File: config.mk
export PLATFORM = sky130hd
export DESIGN_NAME = ahb_intc
export DESIGN_NICKNAME = d
export VERILOG_FILES = /design/src/rtl/ahb_intc.sv
export SDC_FILE = /design/constraint.sdc
export NUM_CORES = 1
export LEC_CHECK = 0
export CAP_MARGIN = 10
export CORE_MARGIN = 3
export CORE_UTILIZATION = 34
export CTS_CLUSTER_SIZE = 16
export DETAILED_ROUTE_END_ITERATION = 12
export PLACE_DENSITY_LB_ADDON = 0.3
export SETUP_SLACK_MARGIN = 0.3
export SLEW_MARGIN = 10
export SYNTH_ARGS = -nofsm -noshare
export SYNTH_HDL_FRONTEND = slang
export SYNTH_SLANG_ARGS = --single-unit
export TNS_END_PERCENT = 50
File: constraint.sdc
create_clock -name s_clk_i -period 1.8 [get_ports s_clk_i]
set_clock_uncertainty 0.1 [all_clocks]
set_input_delay 0.45 -clock s_clk_i [delete_from_list [all_inputs] [get_ports s_clk_i]]
set_output_delay 0.45 -clock s_clk_i [all_outputs]
set_load 0.1 [all_outputs]
File: src/rtl/ahb_intc.sv
// AHB3-Lite interrupt aggregator: pending/enable/edge/claim registers feeding msip/mtip/meip.
// Optional rising-edge line support is compiled in with `define INTC_EDGE_EN.
module ahb_intc #(
   parameter int NIRQ = 8
) (
   input  logic            s_clk_i,
   input  logic            s_reset_i,
   input  logic [31:0]     s_haddr_i,
   input  logic [31:0]     s_hwdata_i,
   input  logic [2:0]      s_hsize_i,
   input  logic [1:0]      s_htrans_i,
   input  logic            s_hwrite_i,
   input  logic            s_hsel_i,
   output logic [31:0]     s_hrdata_o,
   output logic            s_hready_o,
   output logic            s_hresp_o,
   input  logic            s_timer_irq_i,
   input  logic [NIRQ-1:0] s_irq_i,
   output logic            s_msip_o,
   output logic            s_mtip_o,
   output logic            s_meip_o
);

   localparam logic [2:0] A_CTRL  = 3'd0;
   localparam logic [2:0] A_PEND  = 3'd1;
   localparam logic [2:0] A_EN    = 3'd2;
   localparam logic [2:0] A_EDGE  = 3'd3;
   localparam logic [2:0] A_CLAIM = 3'd4;

   logic            dphase_reg, write_reg, err1_reg, err2_reg;
   logic [2:0]      addr_reg;
   logic            accept, bad, wr, rd;
   logic [NIRQ-1:0] wdata;
   logic            msip_reg, mtie_reg;
   logic [NIRQ-1:0] irq_q, pending_reg, pending_next, enable_reg, edge_reg, pend_en;
   logic [NIRQ-1:0] edge_set, edge_clr, edge_chg;
   logic [5:0]      claim_id;
   logic [31:0]     rdata;
   logic            unused_bits;

   assign unused_bits = &{1'b0, s_haddr_i[31:5], s_haddr_i[1:0], s_htrans_i[0], s_hwdata_i[31:NIRQ]};

   // Error responses stall one cycle (hready low) and finish with hready high, hresp still high.
   assign s_hready_o = ~err1_reg;
   assign s_hresp_o  = err1_reg | err2_reg;
   assign accept     = s_hsel_i & s_hready_o & s_htrans_i[1];
   assign bad        = (s_haddr_i[4:2] > A_CLAIM) || (s_hsize_i != 3'b010);
   assign wr         = dphase_reg & write_reg;
   assign rd         = dphase_reg & ~write_reg;
   assign wdata      = s_hwdata_i[NIRQ-1:0];

   always_ff @(posedge s_clk_i) begin
      if (s_reset_i) begin
         dphase_reg <= 1'b0;
         write_reg  <= 1'b0;
         err1_reg   <= 1'b0;
         err2_reg   <= 1'b0;
         addr_reg   <= '0;
      end else begin
         dphase_reg <= accept & ~bad;
         err1_reg   <= accept & bad;
         err2_reg   <= err1_reg;
         if (accept) begin
            addr_reg  <= s_haddr_i[4:2];
            write_reg <= s_hwrite_i;
         end
      end
   end

   always_ff @(posedge s_clk_i) begin
      if (s_reset_i) begin
         msip_reg   <= 1'b0;
         mtie_reg   <= 1'b0;
         enable_reg <= '0;
         irq_q      <= '0;
         pending_reg <= '0;
      end else begin
         irq_q       <= s_irq_i;
         pending_reg <= pending_next;
         if (wr && addr_reg == A_CTRL) begin
            msip_reg <= s_hwdata_i[0];
            mtie_reg <= s_hwdata_i[1];
         end
         if (wr && addr_reg == A_EN)
            enable_reg <= wdata;
      end
   end

   assign pend_en = pending_reg & enable_reg;

`ifdef INTC_EDGE_EN
   logic [NIRQ-1:0] irq_prev;
   logic [NIRQ-1:0] claim_oh;

   always_ff @(posedge s_clk_i) begin
      if (s_reset_i) begin
         irq_prev <= '0;
         edge_reg <= '0;
      end else begin
         irq_prev <= irq_q;
         if (wr && addr_reg == A_EDGE)
            edge_reg <= wdata;
      end
   end

   // Isolates the lowest enabled pending line, i.e. the one a CLAIM read returns.
   assign claim_oh = pend_en & (~pend_en + NIRQ'(1));
   assign edge_set = irq_q & ~irq_prev;
   assign edge_chg = (wr && addr_reg == A_EDGE) ? (wdata ^ edge_reg) : '0;
   assign edge_clr = ((wr && addr_reg == A_PEND) ? wdata : '0)
                   | ((rd && addr_reg == A_CLAIM) ? claim_oh : '0);
`else
   assign edge_reg = '0;
   assign edge_set = '0;
   assign edge_chg = '0;
   assign edge_clr = '0;
`endif

   // A mode change always drops the line; otherwise a new edge beats a same-cycle clear.
   for (genvar gi = 0; gi < NIRQ; gi++) begin : g_pend
      assign pending_next[gi] = edge_chg[gi] ? 1'b0 :
                                edge_reg[gi] ? (edge_set[gi] | (pending_reg[gi] & ~edge_clr[gi])) :
                                               irq_q[gi];
   end

   always_comb begin
      claim_id = '0;
      for (int i = NIRQ - 1; i >= 0; i--)
         if (pend_en[i]) claim_id = 6'(i + 1);
   end

   always_comb begin
      rdata = '0;
      if (rd) begin
         case (addr_reg)
            A_CTRL:  rdata[1:0]      = {mtie_reg, msip_reg};
            A_PEND:  rdata[NIRQ-1:0] = pending_reg;
            A_EN:    rdata[NIRQ-1:0] = enable_reg;
            A_EDGE:  rdata[NIRQ-1:0] = edge_reg;
            A_CLAIM: rdata           = 32'(claim_id);
            default: rdata           = '0;
         endcase
      end
   end
   assign s_hrdata_o = rdata;

   always_ff @(posedge s_clk_i) begin
      if (s_reset_i) begin
         s_meip_o <= 1'b0;
         s_mtip_o <= 1'b0;
         s_msip_o <= 1'b0;
      end else begin
         s_meip_o <= |pend_en;
         s_mtip_o <= s_timer_irq_i & mtie_reg;
         s_msip_o <= msip_reg;
      end
   end

endmodule

==> impl_metrics.json <==
{
  "outcome": "finished, violations left",
  "violations": "negative setup slack",
  "top_level_ports": 119,
  "clkSlewWorstSetupHoldPaths_ps": 70,
  "ys_ff_latch": 36,
  "synth_cells": 177,
  "slew_viol_final": 0,
  "synth_top_area_share_pct": 43.7,
  "endpoint": "s_hrdata_o[2]",
  "pre_cts_slack_ps": -134,
  "crit_path_max_incr_delay_ps": 370,
  "critical_path_class": "reg -> out",
  "min_period_ps": 2170,
  "rows": 24,
  "fin_util_pct": 60.3,
  "synth_area_um2": 1650,
  "num_vias": 1352,
  "wl_mm": 3.82,
  "clkLatencyLatePin_ps": 280,
  "cts_tree": "yes",
  "die-area_um2": 5730,
  "setup_slack_ps": -369,
  "wl_per_cell_um": 12.9,
  "fmax_mhz": 461,
  "clock_sinks": 36,
  "coreArea_um2": 4500,
  "layout_common_cells": "clkdlybuf4s50_1, conb_1, dfxtp_1",
  "arrival_ps": 1620,
  "drc_errors": 0,
  "grt_pass1_vias": 1236,
  "synth_edf_count": 0,
  "die_x_um": 75.7,
  "antenna_found_initial": 0,
  "final_common_cell": "clkdlybuf4s50_1",
  "critPathMaxFanout": 5,
  "port_buffers": 40,
  "cts_buffers": 5,
  "ys_seq_area_share_pct": 43.7,
  "yosys-top-cells-area": "dfxtp_1, buf_4, mux2i_1, nor2b_1, nor2_1",
  "r2r-start": "addr_reg[0]",
  "hold_viol": 0,
  "areaGrowthSynthToFinish_pct": 64.6,
  "place.gp.congestion": 0.810,
  "async_flop_share_pct": 0,
  "start_util_pct": 36.6,
  "grt_first_pass_wirelength_mm": 5.87,
  "vias_per_cell": 4.57,
  "gr-total-overflow": 0,
  "cts-root-buf": "clkbuf_8",
  "clock_path_buffers": 2,
  "synthFlopType": "dfxtp_1",
  "rsz0062_at_grt": "true",
  "ys_types": 36,
  "cts_max_level": 2,
  "yosysTopAreaCell": "dfxtp_1",
  "drt_iter0_drc": 83,
  "dp_hpwl_mm": 2.70,
  "hold_buffers": 0,
  "drive_gt1_share_pct": 39.3,
  "path_cells": "buf_6 > nor2b_4 > o21bai_1 > a21o_1 > nor2_4 > buf_12",
  "hold_class": "reg -> reg",
  "p_per_area_nw_per_um2": 801,
  "grt_usage_pct": 14.0,
  "leakage_nw": 1.05,
  "irDropWorstVdd_mv": 0.530,
  "finalCritPeriodShare_pct": 121,
  "avgSynthCellArea_um2": 9.32,
  "worstReg2RegEnd": "enable_reg[6]",
  "crit_slowest_cell": "dfxtp_4",
  "crit_start": "addr_reg[0]",
  "dr.pass1.iters": 4,
  "reg2reg_slack_ps": 130,
  "max_cap_violations": 0,
  "end_kind": "output port",
  "finalSetupViolCount": 8,
  "nNetsFinal": 325,
  "startpoint_type": "register",
  "grt_start_max_net_pins": 37,
  "ant_nets": 0,
  "diodes": 0,
  "crit_required_ps": 1250,
  "ys_warn_count": 0,
  "rr_worst_depth": 7,
  "fillerInstances": 363,
  "dieHeight_um": 75.7
}
-- cell type report --
cell class / instances / area, um^2 / area share [%]
clock inverter: 2 / 60.1 / 2.21
timing repair buffer: 69 / 803 / 29.6
tap: 52 / 65.1 / 2.40
sequential: 36 / 746 / 27.5
clock buffer: 6 / 93.8 / 3.45
multi-input combinational: 129 / 941 / 34.6
inverter: 2 / 7.51 / 0.276
-- where the power goes --
part           internal [mW]  total [mW]  switching (mW)
combinational          0.123       0.421           0.298
sequential             0.818       0.835          0.0173
clock                  0.637       0.920           0.283
total                   1.58        2.18           0.598
-- kinds of logic (layout without fill, tap and decap cells) --
family                 count (synthesis)  after routing  synth area share, %
buffers and inverters                 35             79                 14.6
other                                  1             24                0.227
AND/OR/NAND/NOR                       68             68                 21.8
multiplexers                          16             16                 9.70
AO/OA/AOI/OAI                         21             21                 10.0
flip-flops                            36             36                 43.7
-- critical path: cells and delay by family, from the launching register on --
kind,cells,cell delay (ps)
AOI/OAI and AO/OA,2,330
and+or+nand+nor,2,340
DFF,1,370
buffers and inverters,2,300
-- per-stage QoR --
step / setup TNS [ps] / cell area [um^2] / power (mW) / hold slack [ps] / instances
floorplan: -958 / 1860 / 1.19 / 314 / 200
global placement: -558 / 2430 / 1.25 / 319 / 285
detailed placement: -590 / 2430 / 1.25 / 320 / 285
CTS: -2400 / 2670 / 2.19 / 338 / 296
global route: -2850 / 2720 / 2.26 / 353 / 296
finish: -2340 / 2720 / 2.18 / 336 / 296
-- metal layers --
layer	global-route usage [%]	up-vias	wire length, um
li1	-	683	-
met1	17.6	608	1500
met2	22.1	53	1980
met3	4.09	8	247
met4	6.41	0	95
met5	0	-	0
-- cells in the mapped netlist (2+ instances only) --
cell      instances
clkbuf_1          5
nand2b_1          2
buf_4            25
nor2b_1          18
dfxtp_1          36
nand2_1           6
nand3_1           4
mux2i_1          16
a22oi_1           9
buf_6             2
nor3_1            2
o32a_1            2
inv_1             2
nor2_1           26
-- how the worst min path moves through the flow --
stage                   from             end  slack [ps]  cells after the start
global placement    irq_q[2]  pending_reg[2]         320                      1
finish              irq_q[4]  pending_reg[4]         340                      1
CTS                 irq_q[7]  pending_reg[7]         340                      1
global route        irq_q[7]  pending_reg[7]         350                      1
floorplan           irq_q[0]  pending_reg[0]         310                      1
detailed placement  irq_q[7]  pending_reg[7]         320                      1
-- what timing repair did --
item | in CTS | in global routing
endpoints found under the setup margin | 17 | 19
gates resized for setup | 21 | 13
pin swaps | 18 | 15
gates cloned | 0 | 0
buffers inserted | 3 | 0
(Power assumes the default switching activity.)
==> patch, RTL diff (same settings) <==
`NIRQ`: 8 -> 10.
--- a/src/rtl/ahb_intc.sv
+++ b/src/rtl/ahb_intc.sv
@@ -1,7 +1,7 @@
 // AHB3-Lite interrupt aggregator: pending/enable/edge/claim registers feeding msip/mtip/meip.
 // Optional rising-edge line support is compiled in with `define INTC_EDGE_EN.
 module ahb_intc #(
-   parameter int NIRQ = 8
+   parameter int NIRQ = 10
 ) (
    input  logic            s_clk_i,
    input  logic            s_reset_i,
Interface: changed (resized s_irq_i); port bits go from 119 to 121. The function was not compared with the original's and may differ.
==> patch against the unedited design <==
Non-clock buffer count grew 14. Largest cell class unchanged. Worst setup slack lost 0.23 ns. Sequential cell count grew 6. Critical endpoint is now s_hrdata_o[3]. The run still ends with negative setup slack left. Cell area grew 10%. Register-to-register slack lost 0.05 ns. Total power shrank 3.2%. Routed wire length grew 14%. Via count grew 19%. Maximum frequency shrank 9.6%. Synthesized area grew 15%. Largest power group is now sequential cells.
==> patch: results (changes against the unedited design) <==
Outcome
  – Run status: finished with violations
  – Failing checks: negative setup slack

Finish
  – Layout cell share with drive strength beyond 1: 0.353 (-0.0409)
  – Fillers: 469 (+29%)
  – Diode count: 0 (unchanged)
  – Nets: 361 (+11%)

Pwr
  – Leak pwr: 1.20 nW (+14%)
  – Int Pwr: 0.00150 W (-5.2%)
  – Maximum vdd drop: 463 uV (-13%)

Setup path
  – Worst R2R Start: addr_reg[1]$_SDFFE_PP0P_
  – Crit Path Max Fanout: 2 (-3)
  – Cell count of the worst reg-to-reg path: 6 (-1)
  – Critical path's slowest cell: or3_1
  – Worst reg-to-reg setup slack: 0.08 ns (-0.05 ns)
  – Crit path max-delay family: compound AO/OA/AOI/OAI gates
  – Max incr delay on CP: 0.35 ns (-0.02 ns)
  – R2r endpoint: enable_reg[2]$_SDFFE_PP0P_
  – Crit path DAT: 1.85 ns (+0.23 ns)

Global routing
  – GRT Overall Usage: 0.137 (-0.00295)
  – Vias in the first global route: 1,525 (+23%)
  – Initial antenna violation count: 0 (unchanged)
  – Wire length of the first global-routing pass: 6890 um (+17%)
  – Largest net degree at the start of global routing: 43 (+16%)

Logic synthesis
  – Yosys cell types: 37 (+2.8%)
  – EDFF count, synth: 0 (unchanged)
  – Top cells by count, synth: dfxtp_1, nor2_1, nor2b_1
  – Top post-synthesis cells by area: dfxtp_1, mux2i_1, buf_4
  – Top FF cell, synth: dfxtp_1
  – Avg Synthesized Cell Area: 9.59 um^2 (+2.9%)
  – Sequential fraction of the synthesis area: 0.443 (+0.00599)

Place
  – RePlAce Congestion: 0.778 (-4.0%)
  – Detailed Place HPWL: 3270 um (+21%)
  – Worst slack at placement: -0.280 ns (-0.147 ns)
  – Port Buf Inserts: 46 (+15%)
  – Placed cell count: 337 (+18%)

Routing
  – DR pass1 iterations: 4 (unchanged)
  – WL final: 4370 um (+14%)
  – DRT iter0 DRCs: 68 (-18%)
  – Avg WL per Cell: 12.6 um (-2.7%)
  – Vias per cell: 4.61 (+0.85%)

Timing
  – Setup Viol. Count Final: 10 (+2)
  – Setup ws final: -0.599 ns (-0.229 ns)
  – Hold Slack: 0.333 ns (-0.00379 ns)

CTS
  – Clock-pin slew on the worst setup and hold paths: approximately 0.08 ns

Hold path
  – Hold path start: irq_q[6]$_SDFF_PP0_
  – WHS Endpoint: pending_reg[6]$_SDFF_PP0_
  – HP Class: register to register
==> patch: logic make-up after synthesis <==
kind of cell           share of synthesized area
flip-flops                                 0.443
XOR/XNOR                                 0.00461
AND/OR/NAND/NOR                            0.197
buffers and inverters                      0.126
multiplexers                              0.0949
AO/OA/AOI/OAI                              0.133
other                                    0.00197
==> patch: area by class of cell <==
cell class                      count  area [um^2]  area share
Sequential cell                    42          857       0.286
Clock buffer                        5         68.8      0.0229
Clock inverter                      3         40.0      0.0133
Multi-Input combinational cell    144         1020       0.339
Tap cell                           70         87.6      0.0292
Timing Repair Buffer               83          925       0.308
Inverter                            1         3.75     0.00125
==> patch: per-stage QoR <==
stage / TNS, ns / power (W) / instance area, um^2 / util
after global placement: -1.46 / 0.00139 / 2800 / 0.530
after floorplan: -1.75 / 0.00131 / 2080 / -
final: -3.77 / 0.00211 / 3000 / 0.569
after global routing: -4.55 / 0.00220 / 3000 / 0.569
after CTS: -3.72 / 0.00213 / 2980 / 0.566
after detailed placement: -1.43 / 0.00140 / 2800 / 0.530
==> patch: worst reg2reg max path: cells and delay by family, from the launching register on <==
family / cells / cell delay [ns]
buf+inv: 2 / 0.25
flops: 1 / 0.39
simple gates: 3 / 0.64
mux: 1 / 0.23
==> patch: worst max-delay path by stage <==
| stage | startpoint | end | slack [ns] | cells past startpoint |
|---|---|---|---|---|
| 2_1_floorplan | pending_reg[4]$_SDFF_PP0_ | s_hrdata_o[3] | -0.41 | 4 |
| 3_3_place_gp | pending_reg[4]$_SDFF_PP0_ | s_hrdata_o[3] | -0.26 | 5 |
| 3_5_place_dp | pending_reg[4]$_SDFF_PP0_ | s_hrdata_o[3] | -0.28 | 5 |
| 4_1_cts | pending_reg[4]$_SDFF_PP0_ | s_hrdata_o[3] | -0.60 | 5 |
| 5_1_grt | pending_reg[4]$_SDFF_PP0_ | s_hrdata_o[3] | -0.67 | 5 |
| 6_report | pending_reg[4]$_SDFF_PP0_ | s_hrdata_o[3] | -0.60 | 5 |
==> patch: repair_timing <==
action | 4_1_cts | 5_1_grt
pin swaps | 17 | 2
endpoints found under the setup margin | 21 | 22
resized for setup | 17 | 9
buffers inserted | 3 | 0
hold endpoints to repair | 0 | 0
==> patch: layer usage <==
layer,track usage,up-vias,routed length (um)
li1,-,801,-
met1,0.163,757,1800
met2,0.245,41,2340
met3,0.0266,4,180
met4,0.0473,0,46
met5,0,-,0
==> patch: power by group through the flow <==
stage,clock (W),combinational (W),sequential [W]
finish,0.000716,0.000419,0.000971
global route,0.000786,0.000437,0.000974
floorplan,0,0.000322,0.000990
CTS,0.000740,0.000416,0.000969
detailed placement,0,0.000407,0.000991
global placement,0,0.000404,0.000991
